File: src/rtl/perceptron_pkg.sv
// Shared types and constants for the perceptron classifier front end.
package perceptron_pkg;

    typedef enum logic [1:0] {
        IDLE = 2'd0,
        GET1 = 2'd1,
        GET2 = 2'd2,
        HOLD = 2'd3
    } state_t;

    localparam logic [7:0] HEADER_DEFAULT = 8'hA5;

    // 16 feature bits evaluated serially at 4 cycles each, plus pipeline fill.
    localparam int CLASSIFIER_LATENCY = 16 * 4 + 4;

endpackage

File: src/rtl/sat_counter.sv
// Event counter with a compile-time choice between saturating and wrapping.
module sat_counter #(
    parameter int WIDTH    = 8,
    parameter bit SATURATE = 1'b1
) (
    input  logic             clk,
    input  logic             rst_n,
    input  logic             inc,
    output logic [WIDTH-1:0] count
);

    logic at_max;

    assign at_max = &count;

    always_ff @(posedge clk or negedge rst_n) begin
        if (!rst_n) begin
            count <= '0;
        end else if (inc && !(SATURATE && at_max)) begin
            count <= count + 1'b1;
        end
    end

endmodule

File: src/rtl/perceptron_frame_loader.sv
// Parses 3-byte frames, loads the feature bytes into the classifier, clears it,
// waits for it to settle and strobes the consumer.
//
//   state | meaning
//   IDLE  | waiting for the header byte; other bytes are errors
//   GET1  | waiting for feature byte 1 (gap timer running)
//   GET2  | waiting for feature byte 2 (gap timer running)
//   HOLD  | features stable, classifier cleared then evaluating
module perceptron_frame_loader
    import perceptron_pkg::*;
#(
    parameter logic [7:0] HEADER        = HEADER_DEFAULT,
    parameter int         RST_CYCLES    = 2,
    parameter int         SETTLE_CYCLES = 100,
    parameter int         TIMEOUT       = 255,
    parameter int         CNT_W         = 8
) (
    input  logic             clk,
    input  logic             rst_n,
    input  logic [7:0]       in_data,
    input  logic             in_valid,
    output logic             in_ready,
    output logic [7:0]       inputs1,
    output logic [7:0]       inputs2,
    output logic             pe_rst_n,
    output logic             result_strobe,
    output logic             busy,
    output logic [CNT_W-1:0] frame_count,
    output logic [CNT_W-1:0] err_count
);

    if (RST_CYCLES < 1) begin : g_chk_rst
        $error("RST_CYCLES must be at least 1");
    end
    if (SETTLE_CYCLES <= RST_CYCLES) begin : g_chk_settle
        $error("SETTLE_CYCLES must exceed RST_CYCLES");
    end
    if (SETTLE_CYCLES <= RST_CYCLES + CLASSIFIER_LATENCY) begin : g_chk_latency
        $error("SETTLE_CYCLES too short for classifier latency");
    end
    if (TIMEOUT < 1 || TIMEOUT > (2 ** CNT_W) - 1) begin : g_chk_timeout
        $error("TIMEOUT does not fit the gap counter");
    end
    if (SETTLE_CYCLES > (2 ** CNT_W) - 1) begin : g_chk_hold_w
        $error("SETTLE_CYCLES does not fit the hold counter");
    end

    localparam logic [CNT_W-1:0] TIMEOUT_LAST = CNT_W'(TIMEOUT - 1);
    localparam logic [CNT_W-1:0] RST_LAST     = CNT_W'(RST_CYCLES - 1);
    localparam logic [CNT_W-1:0] STROBE_SET   = CNT_W'(SETTLE_CYCLES - 2);
    localparam logic [CNT_W-1:0] SETTLE_LAST  = CNT_W'(SETTLE_CYCLES - 1);

    state_t           state;
    logic [7:0]       shadow;
    logic [CNT_W-1:0] gap_cnt;
    logic [CNT_W-1:0] hold_cnt;
    logic             accept;
    logic             in_frame;
    logic             gap_expired;
    logic             err_inc;
    logic             frame_inc;

    assign in_ready    = (state != HOLD);
    assign accept      = in_valid && in_ready;
    assign in_frame    = (state == GET1) || (state == GET2);
    assign gap_expired = in_frame && !accept && (gap_cnt == TIMEOUT_LAST);
    assign err_inc     = ((state == IDLE) && accept && (in_data != HEADER)) || gap_expired;
    assign frame_inc   = (state == HOLD) && (hold_cnt == SETTLE_LAST);

    always_ff @(posedge clk or negedge rst_n) begin
        if (!rst_n) begin
            state         <= IDLE;
            shadow        <= '0;
            gap_cnt       <= '0;
            hold_cnt      <= '0;
            inputs1       <= '0;
            inputs2       <= '0;
            pe_rst_n      <= 1'b0;
            result_strobe <= 1'b0;
            busy          <= 1'b0;
        end else begin
            result_strobe <= 1'b0;
            case (state)
                IDLE: begin
                    if (accept && in_data == HEADER) begin
                        state   <= GET1;
                        gap_cnt <= '0;
                    end
                end
                GET1, GET2: begin
                    if (accept) begin
                        gap_cnt <= '0;
                        if (state == GET1) begin
                            shadow <= in_data;
                            state  <= GET2;
                        end else begin
                            inputs1  <= shadow;
                            inputs2  <= in_data;
                            pe_rst_n <= 1'b0;
                            hold_cnt <= '0;
                            busy     <= 1'b1;
                            state    <= HOLD;
                        end
                    end else if (gap_expired) begin
                        gap_cnt <= '0;
                        state   <= IDLE;
                    end else begin
                        gap_cnt <= gap_cnt + 1'b1;
                    end
                end
                HOLD: begin
                    hold_cnt <= hold_cnt + 1'b1;
                    if (hold_cnt == RST_LAST) begin
                        pe_rst_n <= 1'b1;
                    end
                    // Registered one cycle early so the pulse lands in the last HOLD cycle.
                    if (hold_cnt == STROBE_SET) begin
                        result_strobe <= 1'b1;
                    end
                    if (hold_cnt == SETTLE_LAST) begin
                        busy  <= 1'b0;
                        state <= IDLE;
                    end
                end
                default: state <= IDLE;
            endcase
        end
    end

    sat_counter #(
        .WIDTH   (CNT_W),
        .SATURATE(1'b1)
    ) u_err_count (
        .clk  (clk),
        .rst_n(rst_n),
        .inc  (err_inc),
        .count(err_count)
    );

    sat_counter #(
        .WIDTH   (CNT_W),
        .SATURATE(1'b0)
    ) u_frame_count (
        .clk  (clk),
        .rst_n(rst_n),
        .inc  (frame_inc),
        .count(frame_count)
    );

endmodule

File: config.mk
export PLATFORM = sky130hd
export DESIGN_NAME = perceptron_frame_loader
export DESIGN_NICKNAME = d
export VERILOG_FILES = /design/src/rtl/perceptron_pkg.sv /design/src/rtl/sat_counter.sv /design/src/rtl/perceptron_frame_loader.sv
export SDC_FILE = /design/constraint.sdc
export NUM_CORES = 1
export LEC_CHECK = 0
export CORE_AREA = 2 2 97 99
export CTS_BUF_LIST = sky130_fd_sc_hd__clkbuf_4 sky130_fd_sc_hd__clkbuf_8
export DETAILED_ROUTE_END_ITERATION = 8
export DIE_AREA = 0 0 99 101
export DONT_BUFFER_PORTS = 1
export HOLD_SLACK_MARGIN = 0.12
export PLACE_DENSITY_LB_ADDON = 0.15
export SLEW_MARGIN = 25
export SYNTH_ARGS = -nofsm -noshare
export SYNTH_HDL_FRONTEND = slang
export SYNTH_SLANG_ARGS = --single-unit
File: constraint.sdc
create_clock -name clk -period 2 [get_ports clk]
set_clock_uncertainty 0.15 [all_clocks]
set_input_delay 0.3 -clock clk [delete_from_list [all_inputs] [get_ports clk]]
set_output_delay 0.3 -clock clk [all_outputs]
set_load 0.02 [all_outputs]
==> results of run 1 <==
metal layers:
layer | global-route usage (%) | part of all wire [%] | up-vias
met3 | 4.44 | 4.2 | 7
met4 | 6.22 | 1.7 | 0
met2 | 24.0 | 50 | 40
met5 | 0 | 0 | -
met1 | 17.8 | 44 | 1051
li1 | - | - | 1081
registers in the layout, summed over array words and instances, names as in the netlist:
name                 flops
inputs1                  8
hold_cnt                 8
u_frame_count.count      8
result_strobe            1
state                    2
inputs2                  8
u_err_count.count        8
gap_cnt                  8
shadow                   8
pe_rst_n                 1
busy                     1
power by group:
part	internal, mW	switching, mW	leakage [nW]
logic	1.08	0.962	0.765
clock network	0.452	0.545	0.0856
registers	1.58	0.445	0.782
total	3.11	1.95	1.63
final timing paths:
check	start	endpoint	slack [ns]	depth (start not counted)
max	state[0]	gap_cnt[0]	0.03	8
min	in_valid	state[0]	0.17	3
max reg2reg	state[0]	gap_cnt[0]	0.03	8
min reg2reg	shadow[2]	inputs1[2]	0.35	1
max in group asynchronous	rst_n	gap_cnt[2]	1.09	2
min in group asynchronous	rst_n	u_frame_count.count[7]	0.34	2
worst max-delay path: cells and delay by family, from the launching register on:
kind	cells	cell delay, ns
flops	1	0.43
buf+inv	4	0.37
simple gates	1	0.29
fa+ha+maj	1	0.31
compound gates	2	0.34
cell families after synthesis:
| family | Yosys count | synth area share (%) |
|---|---|---|
| compound gates | 56 | 12.6 |
| xor+xnor | 10 | 2.89 |
| fa+ha+maj | 11 | 4.55 |
| buf+inv | 16 | 2.44 |
| flops | 61 | 50.4 |
| mux | 33 | 12.2 |
| simple gates | 77 | 15.0 |
layout by cell type (no fill, tap or decap), types with 7 or more instances in the layout:
| cell type | Yosys | layout |
|---|---|---|
| sky130_fd_sc_hd__nand4_1 | 7 | 7 |
| sky130_fd_sc_hd__buf_4 | 0 | 33 |
| sky130_fd_sc_hd__mux2_2 | 31 | 28 |
| sky130_fd_sc_hd__clkbuf_8 | 0 | 9 |
| sky130_fd_sc_hd__dlygate4sd3_1 | 0 | 10 |
| sky130_fd_sc_hd__nand2_1 | 20 | 19 |
| sky130_fd_sc_hd__dfrtp_1 | 61 | 60 |
| sky130_fd_sc_hd__o21ai_0 | 14 | 10 |
| sky130_fd_sc_hd__ha_1 | 11 | 9 |
| sky130_fd_sc_hd__nand3_1 | 11 | 11 |
timing repair:
item,in CTS,in global routing
hold endpoints to repair,78,0
endpoints found under the setup margin,40,42
hold buffers,11,0
setup buffers,1,2
gates cloned,0,0
pin swaps,6,4
resized for setup,11,22
cell type report:
| cell class | count | area (um2) |
|---|---|---|
| flip-flops and latches | 61 | 1530 |
| clock inverters | 7 | 51.3 |
| multi-input cells | 187 | 1570 |
| fillers | 853 | 5130 |
| inverters | 8 | 31.3 |
| well taps | 111 | 139 |
| repair buffers | 46 | 407 |
| clock buffers | 9 | 124 |
==> out/qor.yml, run 1 <==
die:
  num_io_pins: 47
  initial_utilization_pct: 33.7
  rows: 35
  floorplan.die.width_um: 99
  core_area_um2: 8980
  die_area_um2: 10000
  die_height_um: 101
yosys:
  synth.most_common_cell: "sky130_fd_sc_hd__dfrtp_1"
  ys_seq_elements: 61
  share_of_flip_flops_with_an_asynchronous_set_or_reset_after_synthesis_pct: 100
  synth-seq-area-share_pct: 50.4
  netlist_top_cells_area: "sky130_fd_sc_hd__dfrtp_1, sky130_fd_sc_hd__mux2_2, sky130_fd_sc_hd__ha_1, sky130_fd_sc_hd__nand2_1, sky130_fd_sc_hd__o21ai_0"
  synth.cells.most_frequent: "sky130_fd_sc_hd__dfrtp_1, sky130_fd_sc_hd__mux2_2, sky130_fd_sc_hd__nand2_1, sky130_fd_sc_hd__o21ai_0"
  mappedNetlistArea_um2: 3030
  syn_inst: 264
  ys_dominant_reg_cell: "sky130_fd_sc_hd__dfrtp_1"
  synth_largest_area_cell: "sky130_fd_sc_hd__dfrtp_1"
  synthesis.area_per_instance_um2: 11.5
  synth_fp_nets: 286
  post_synth_num_cell_types: 47
  synth_top_area_share_pct: 50.4
  edff_count_synth: 0
  ys_warn_count: 0
job:
  max_cap_viol_count: 0
setup_path:
  worst_path_largest_cell_delay_ns: 0.43
  critPathLaunchType: "flop"
  slowest_stage: "sky130_fd_sc_hd__dfrtp_1"
  crit_top_cell: "sky130_fd_sc_hd__buf_4"
  crit_path_cell_trace: "inv_2, ha_4, buf_4, inv_1, a221o_1, buf_4, or3_1, o21ai_0"
  critical_path_arrival_ns: 2.09
  crit_path_end_kind: "flop"
  cp.required_ns: 2.12
  critPathKind: "reg -> reg"
  worstPathMaxFanout: 7
placed_design:
  dpl_cell_area_um2: 3400
  place_worst_setup_slack_ns: -0.111
  numPlacedInstances: 399
  portBuffers: 0
  detailed_place_hpwl_mm: 4.65
  gp_routability_congestion: 0.753
route:
  firstDrtPassIters: 4
  mean_routed_wirelength_per_cell_um: 16.2
  drt_iter0_drc: 54
  post-route-drc-count: 0
  postRouteAntennaNets: 0
  vias_per_cell: 5.08
  drt_wl_total_mm: 6.95
  num_vias: 2179
timing:
  timing.final.crit_period_ns: 1.97
  worstMarginPinSlew_ns: 0.463
  finalCritPeriodShare_pct: 98.4
  timing.setup.tns_ns: 0
  final_worst_slack_ns: 0.0317
  clock.fmax_mhz: 508
  final-setup-viol-count: 0
  rsz_0062_raised_after_global_routing: "yes"
  timing.final.max_slew_violations: 0
  fin_worst_hold_slack_ns: 0.173
  max-slew-margin-rel_pct: 69.1
  finalHoldViolations: 0
clock_tree:
  tritoncts.num_buffers: 9
  cts_max_path_buffers: 2
  clock_tree.htree_level_count: 3
  worstSkewPairLatency_ns: 0.35
  tritoncts: "built"
  clkSinkCount: 61
  clock-root-buffer: "sky130_fd_sc_hd__clkbuf_8"
  clock_pin_transition_on_the_worst_setup_and_hold_timing_paths_ns: 0.07
global_routing:
  vias_in_the_first_global_route: 2253
  grt-ovfl-total: 0
  grt_antenna_before_repair: 0
  gr-usage-all-layers_pct: 14.6
  grt_pass1_wl_mm: 11.4
  grt_start_max_net_pins: 62
final_layout:
  layout_utilization_pct: 42.9
  antenna-diode-count: 0
  syn2layout_area_growth_pct: 27.1
  final_area_um2: 3850
  finish.cell_count_without_fillers: 429
  final_layout_size_suffix_gt1_share_pct: 35.8
  num-nets-final: 335
pwr:
  finalPower_mw: 5.06
  max-vdd-ir-drop_mv: 0.640
  power_leakage_nw: 1.63
  power.density_cell_area_nw_per_um2: 1320
run_status:
  run_status: "completed"
worst_hold_path:
  worst_hold_path_type: "in -> reg"
No activity file was read; power rests on OpenSTA's default activity.
==> run 2: changes to the inputs <==
--- a/config.mk
+++ b/config.mk
@@ -5,13 +5,14 @@
 export SDC_FILE = /design/constraint.sdc
 export NUM_CORES = 1
 export LEC_CHECK = 0
-export CORE_AREA = 2 2 97 99
+export CORE_AREA = 2 2 115 83
 export CTS_BUF_LIST = sky130_fd_sc_hd__clkbuf_4 sky130_fd_sc_hd__clkbuf_8
 export DETAILED_ROUTE_END_ITERATION = 8
-export DIE_AREA = 0 0 99 101
+export DIE_AREA = 0 0 117 85
 export DONT_BUFFER_PORTS = 1
 export HOLD_SLACK_MARGIN = 0.12
 export PLACE_DENSITY_LB_ADDON = 0.15
+export REMOVE_ABC_BUFFERS = 1
 export SLEW_MARGIN = 25
 export SYNTH_ARGS = -nofsm -noshare
 export SYNTH_HDL_FRONTEND = slang
==> out/qor.yml, run 2 (synthesis gave the netlist of run 1 again) <==
pwr:
  power_leakage_nw: 1.77
  max-vdd-ir-drop_mv: 0.744
  power.density_cell_area_nw_per_um2: 1430
job:
  max_cap_viol_count: 0
die:
  die_area_um2: 9950
  floorplan.die.width_um: 117
  initial_utilization_pct: 34.1
  num_io_pins: 47
  die_height_um: 85
  rows: 29
  core_area_um2: 8890
setup_path:
  critical_path_arrival_ns: 2.09
  crit_path_cell_trace: "ha_2, nand3b_4, o31a_1, or4_4, a21oi_2"
  regToRegSetupSlack_ns: 0.03
  worst_r2r_startpoint: "state[1]"
  slowest_stage: "sky130_fd_sc_hd__or4_4"
  critPathKind: "reg -> reg"
  worst-path-buf-inv: 0
  crit_path_end_kind: "flop"
  r2r_end: "gap_cnt[5]"
  worst_path_largest_cell_delay_ns: 0.52
  worstPathMaxFanout: 4
  worst_path_dominant_cell_family: "simple AND/OR/NAND/NOR gates"
  cp.required_ns: 2.13
  timing.reg2reg.worst_path_depth: 5
  critPathLaunchType: "flop"
global_routing:
  grt_antenna_before_repair: 0
  vias_in_the_first_global_route: 2134
  grt_pass1_wl_mm: 11.2
  grt-ovfl-total: 0
  grt_start_max_net_pins: 62
  gr-usage-all-layers_pct: 14.7
final_layout:
  antenna-diode-count: 0
  layout_common_cells: "sky130_fd_sc_hd__dfrtp_1, sky130_fd_sc_hd__buf_4, sky130_fd_sc_hd__nand2_1"
  final_area_um2: 4070
  most_common_cell_after_layout_fill_and_taps_aside: "sky130_fd_sc_hd__dfrtp_1"
  syn2layout_area_growth_pct: 34.5
  fillers: 822
  num-nets-final: 340
  final_layout_size_suffix_gt1_share_pct: 36.8
route:
  met1_length_mm: 3.55
  num_vias: 2247
  postRouteAntennaNets: 0
  drt_iter0_drc: 136
  routed-wl-met2_mm: 2.85
  vias_per_cell: 5.03
  drt_wl_total_mm: 7.04
  top_layer: "met4"
  met3RoutedLength_um: 557
  firstDrtPassIters: 4
  post-route-drc-count: 0
  mean_routed_wirelength_per_cell_um: 15.7
timing:
  timing.final.crit_period_ns: 1.97
  max-slew-margin-rel_pct: 59.6
  worstMarginPinSlew_ns: 0.602
  finalHoldViolations: 0
  final-setup-viol-count: 0
  timing.final.max_slew_violations: 0
  finalCritPeriodShare_pct: 98.4
  rsz_0062_raised_after_global_routing: "yes"
  clock.fmax_mhz: 508
  fin_worst_hold_slack_ns: 0.143
clock_tree:
  worstSkewPairLatency_ns: 0.34
  tritoncts.num_buffers: 9
  clock_pin_transition_on_the_worst_setup_and_hold_timing_paths_ns: 0.07
  tritoncts: "built"
  clock_tree.htree_level_count: 3
  cts_max_path_buffers: 2
  clock-root-buffer: "sky130_fd_sc_hd__clkbuf_8"
  clkSinkCount: 61
worst_hold_path:
  hold_depth: 3
  worst_min_path_start: "in_valid"
  worst_hold_path_type: "in -> reg"
  whs_endpoint: "gap_cnt[0]"
placed_design:
  detailed_place_hpwl_mm: 4.70
  dpl_cell_area_um2: 3440
  portBuffers: 0
  gp_routability_congestion: 0.802
run_status:
  run_status: "completed"
-- run 2: changes by cell type in the layout (fill, tap and decap cells not counted), sizes merged --
| cell | change |
|---|---|
| buf | +5 |
| bufinv | +4 |
| clkinv | -5 |
| clkbuf | +2 |
| dlygate4sd3 | -1 |
-- run 2: worst reg2reg max path, delay by kind of cell, from the launching register on --
kind,cells,cell delay (ns)
DFF,1,0.41
adders and majority gates,1,0.21
and+or+nand+nor,2,0.68
AOI/OAI and AO/OA,2,0.45
-- run 2: where the power goes --
group          switching (mW)  internal [mW]  leakage (nW)  total (mW)
clock                   0.486          0.967         0.126        1.45
sequential              0.446           1.58         0.784        2.02
combinational            1.04           1.31         0.859        2.35
total                    1.97           3.85          1.77        5.82
-- run 2: worst max-delay path by stage --
stage	start	end	slack [ns]	cells past startpoint
after global placement	state[0]	inputs2[1]	-0.06	7
after CTS	state[0]	inputs1[5]	0.02	7
final	state[1]	gap_cnt[5]	0.03	5
after detailed placement	state[0]	gap_cnt[5]	-0.08	7
after floorplan	state[0]	inputs2[0]	-0.36	6
after global routing	state[1]	u_err_count.count[2]	-0.06	6
-- run 2: layout make-up --
cell class	instances	area [um2]	area share, %
clock buffers	10	131	3.23
flip-flops and latches	61	1530	37.5
repair buffers	51	479	11.8
inverters	8	30.0	0.737
well taps	124	155	3.81
multi-input cells	187	1620	39.7
clock inverters	6	135	3.32
-- run 2: through the flow --
stage	instances	total power [mW]	setup WS, ns	utilization (%)	TNS, ns
4_1_cts	443	5.49	0.0201	43.4	0
6_report	447	5.82	0.0327	45.8	0
5_1_grt	447	6.19	-0.0595	45.8	-0.230
2_1_floorplan	256	3.09	-0.357	-	-6.74
3_3_place_gp	417	3.89	-0.0609	38.7	-1.15
3_5_place_dp	417	3.90	-0.0821	38.7	-1.09
-- run 2: metal layers --
metal / vias to the layer above / global-route usage [%]
li1: 1088 / -
met1: 1080 / 21.7
met2: 71 / 19.4
met3: 8 / 6.36
met4: 0 / 4.17
met5: - / 0
-- run 2: what timing repair did --
| item | 4_1_cts | 5_1_grt |
|---|---|---|
| gates cloned | 0 | 1 |
| setup buffers | 0 | 3 |
| endpoints found under the setup margin | 33 | 42 |
| hold buffers | 10 | 0 |
| endpoints found under the hold margin | 77 | 0 |
| pin swaps | 3 | 6 |
| gates resized for setup | 6 | 50 |
==> run 3: changes to the inputs <==
--- a/config.mk
+++ b/config.mk
@@ -7,6 +7,7 @@
 export LEC_CHECK = 0
 export CORE_AREA = 2 2 115 83
 export CTS_BUF_LIST = sky130_fd_sc_hd__clkbuf_4 sky130_fd_sc_hd__clkbuf_8
+export CTS_CLUSTER_SIZE = 30
 export DETAILED_ROUTE_END_ITERATION = 8
 export DIE_AREA = 0 0 117 85
 export DONT_BUFFER_PORTS = 1
@@ -17,3 +18,4 @@
 export SYNTH_ARGS = -nofsm -noshare
 export SYNTH_HDL_FRONTEND = slang
 export SYNTH_SLANG_ARGS = --single-unit
+export TNS_END_PERCENT = 50
==> out/qor.yml, run 3 (synthesis gave the netlist of run 1 again) <==
run_status:
  run_status: "completed"
worst_hold_path:
  worst_min_path_start: "in_valid"
  hold_depth: 3
  whs_endpoint: "gap_cnt[0]"
  worst_hold_path_type: "in -> reg"
global_routing:
  grt_antenna_before_repair: 0
  grt_start_max_net_pins: 62
  gr-usage-all-layers_pct: 14.7
  grt-ovfl-total: 0
  grt_pass1_wl_mm: 11.2
  vias_in_the_first_global_route: 2134
setup_path:
  worst_r2r_startpoint: "state[1]"
  critPathLaunchType: "flop"
  r2r_end: "gap_cnt[7]"
  critical_path_arrival_ns: 2.09
  worstPathMaxFanout: 4
  worst_path_largest_cell_delay_ns: 0.52
  crit_path_end_kind: "flop"
  regToRegSetupSlack_ns: 0.03
  timing.reg2reg.worst_path_depth: 5
  cp.required_ns: 2.12
  crit_path_cell_trace: "ha_2, nand3b_4, o31a_1, or4_1, a21oi_1"
  slowest_stage: "sky130_fd_sc_hd__or4_1"
  worst_path_dominant_cell_family: "simple AND/OR/NAND/NOR gates"
  worst-path-buf-inv: 0
  critPathKind: "reg -> reg"
clock_tree:
  tritoncts: "built"
  worstSkewPairLatency_ns: 0.34
  clkSinkCount: 61
  tritoncts.num_buffers: 9
  clock-root-buffer: "sky130_fd_sc_hd__clkbuf_8"
  clock_tree.htree_level_count: 3
  clock_pin_transition_on_the_worst_setup_and_hold_timing_paths_ns: 0.07
  cts_max_path_buffers: 2
route:
  drt_wl_total_mm: 7.00
  post-route-drc-count: 0
  firstDrtPassIters: 4
  vias_per_cell: 4.98
  num_vias: 2227
  postRouteAntennaNets: 0
  drt_iter0_drc: 122
  mean_routed_wirelength_per_cell_um: 15.7
final_layout:
  finish.cell_count_without_fillers: 447
  antenna-diode-count: 0
  num-nets-final: 340
  final_layout_size_suffix_gt1_share_pct: 35.9
  layout_common_cells: "sky130_fd_sc_hd__dfrtp_1, sky130_fd_sc_hd__buf_4, sky130_fd_sc_hd__nand2_1"
  most_common_cell_after_layout_fill_and_taps_aside: "sky130_fd_sc_hd__dfrtp_1"
  syn2layout_area_growth_pct: 33.7
  final_area_um2: 4050
pwr:
  max-vdd-ir-drop_mv: 0.745
  power.density_cell_area_nw_per_um2: 1430
  power_leakage_nw: 1.76
  finalPower_mw: 5.80
die:
  initial_utilization_pct: 34.1
  core_area_um2: 8890
  die_height_um: 85
  die_area_um2: 9950
  rows: 29
  num_io_pins: 47
  floorplan.die.width_um: 117
placed_design:
  portBuffers: 0
  place_worst_setup_slack_ns: -0.0821
  numPlacedInstances: 417
  detailed_place_hpwl_mm: 4.70
  gp_routability_congestion: 0.802
  dpl_cell_area_um2: 3440
timing:
  fin_worst_hold_slack_ns: 0.145
  final_worst_slack_ns: 0.0306
  finalCritPeriodShare_pct: 98.5
  worstMarginPinSlew_ns: 0.594
  timing.final.crit_period_ns: 1.97
  finalHoldViolations: 0
  rsz_0062_raised_after_global_routing: "yes"
  clock.fmax_mhz: 508
  timing.final.max_slew_violations: 0
  max-slew-margin-rel_pct: 60.1
  final-setup-viol-count: 0
job:
  max_cap_viol_count: 0
-- run 3: cell counts in the layout (fill, tap and decap cells not counted) --
No cell type changed its count.
-- run 3: final cells by class --
type	count	area [um2]
Fill cell	822	4840
Multi-Input combinational cell	187	1590
Sequential cell	61	1530
Timing Repair Buffer	51	479
Tap cell	124	155
Clock inverter	6	135
Clock buffer	10	131
Inverter	8	30.0
-- run 3: through the flow --
stage / utilization (%) / setup TNS [ns]
after floorplan: - / -6.74
after global routing: 45.5 / -0.244
after global placement: 38.7 / -1.15
after detailed placement: 38.7 / -1.09
final: 45.5 / 0
after CTS: 43.4 / 0
-- run 3: metal layers --
metal	track usage (%)	vias up	part of all wire, %
met5	0	-	0
met4	4.17	0	1.1
met3	6.36	8	8.2
met2	19.4	69	40
met1	21.7	1062	51
li1	-	1088	-
-- run 3: power breakdown --
group / internal (mW) / switching, mW
registers: 1.58 / 0.447
logic: 1.30 / 1.03
clock network: 0.967 / 0.487
total: 3.84 / 1.96
-- run 3: what timing repair did --
| action | CTS | global route |
|---|---|---|
| cloned | 0 | 1 |
| resized for setup | 6 | 45 |
| pin swaps | 3 | 5 |
| hold buffers | 10 | 0 |
| hold endpoints to repair | 77 | 0 |
| endpoints found under the setup margin | 33 | 42 |
| setup buffers | 0 | 3 |
-- run 3: worst max path at each step --
stage / from / endpoint / slack, ns / cells past startpoint
floorplan: state[0] / inputs2[0] / -0.36 / 6
global placement: state[0] / inputs2[1] / -0.06 / 7
detailed placement: state[0] / gap_cnt[5] / -0.08 / 7
finish: state[1] / gap_cnt[7] / 0.03 / 5
CTS: state[0] / inputs1[5] / 0.02 / 7
global route: state[1] / gap_cnt[7] / -0.06 / 5
-- run 3: worst min-delay path: cells and delay by family --
kind / cells / cell delay (ns)
AOI/OAI and AO/OA: 2 / 0.24
and+or+nand+nor: 1 / 0.06
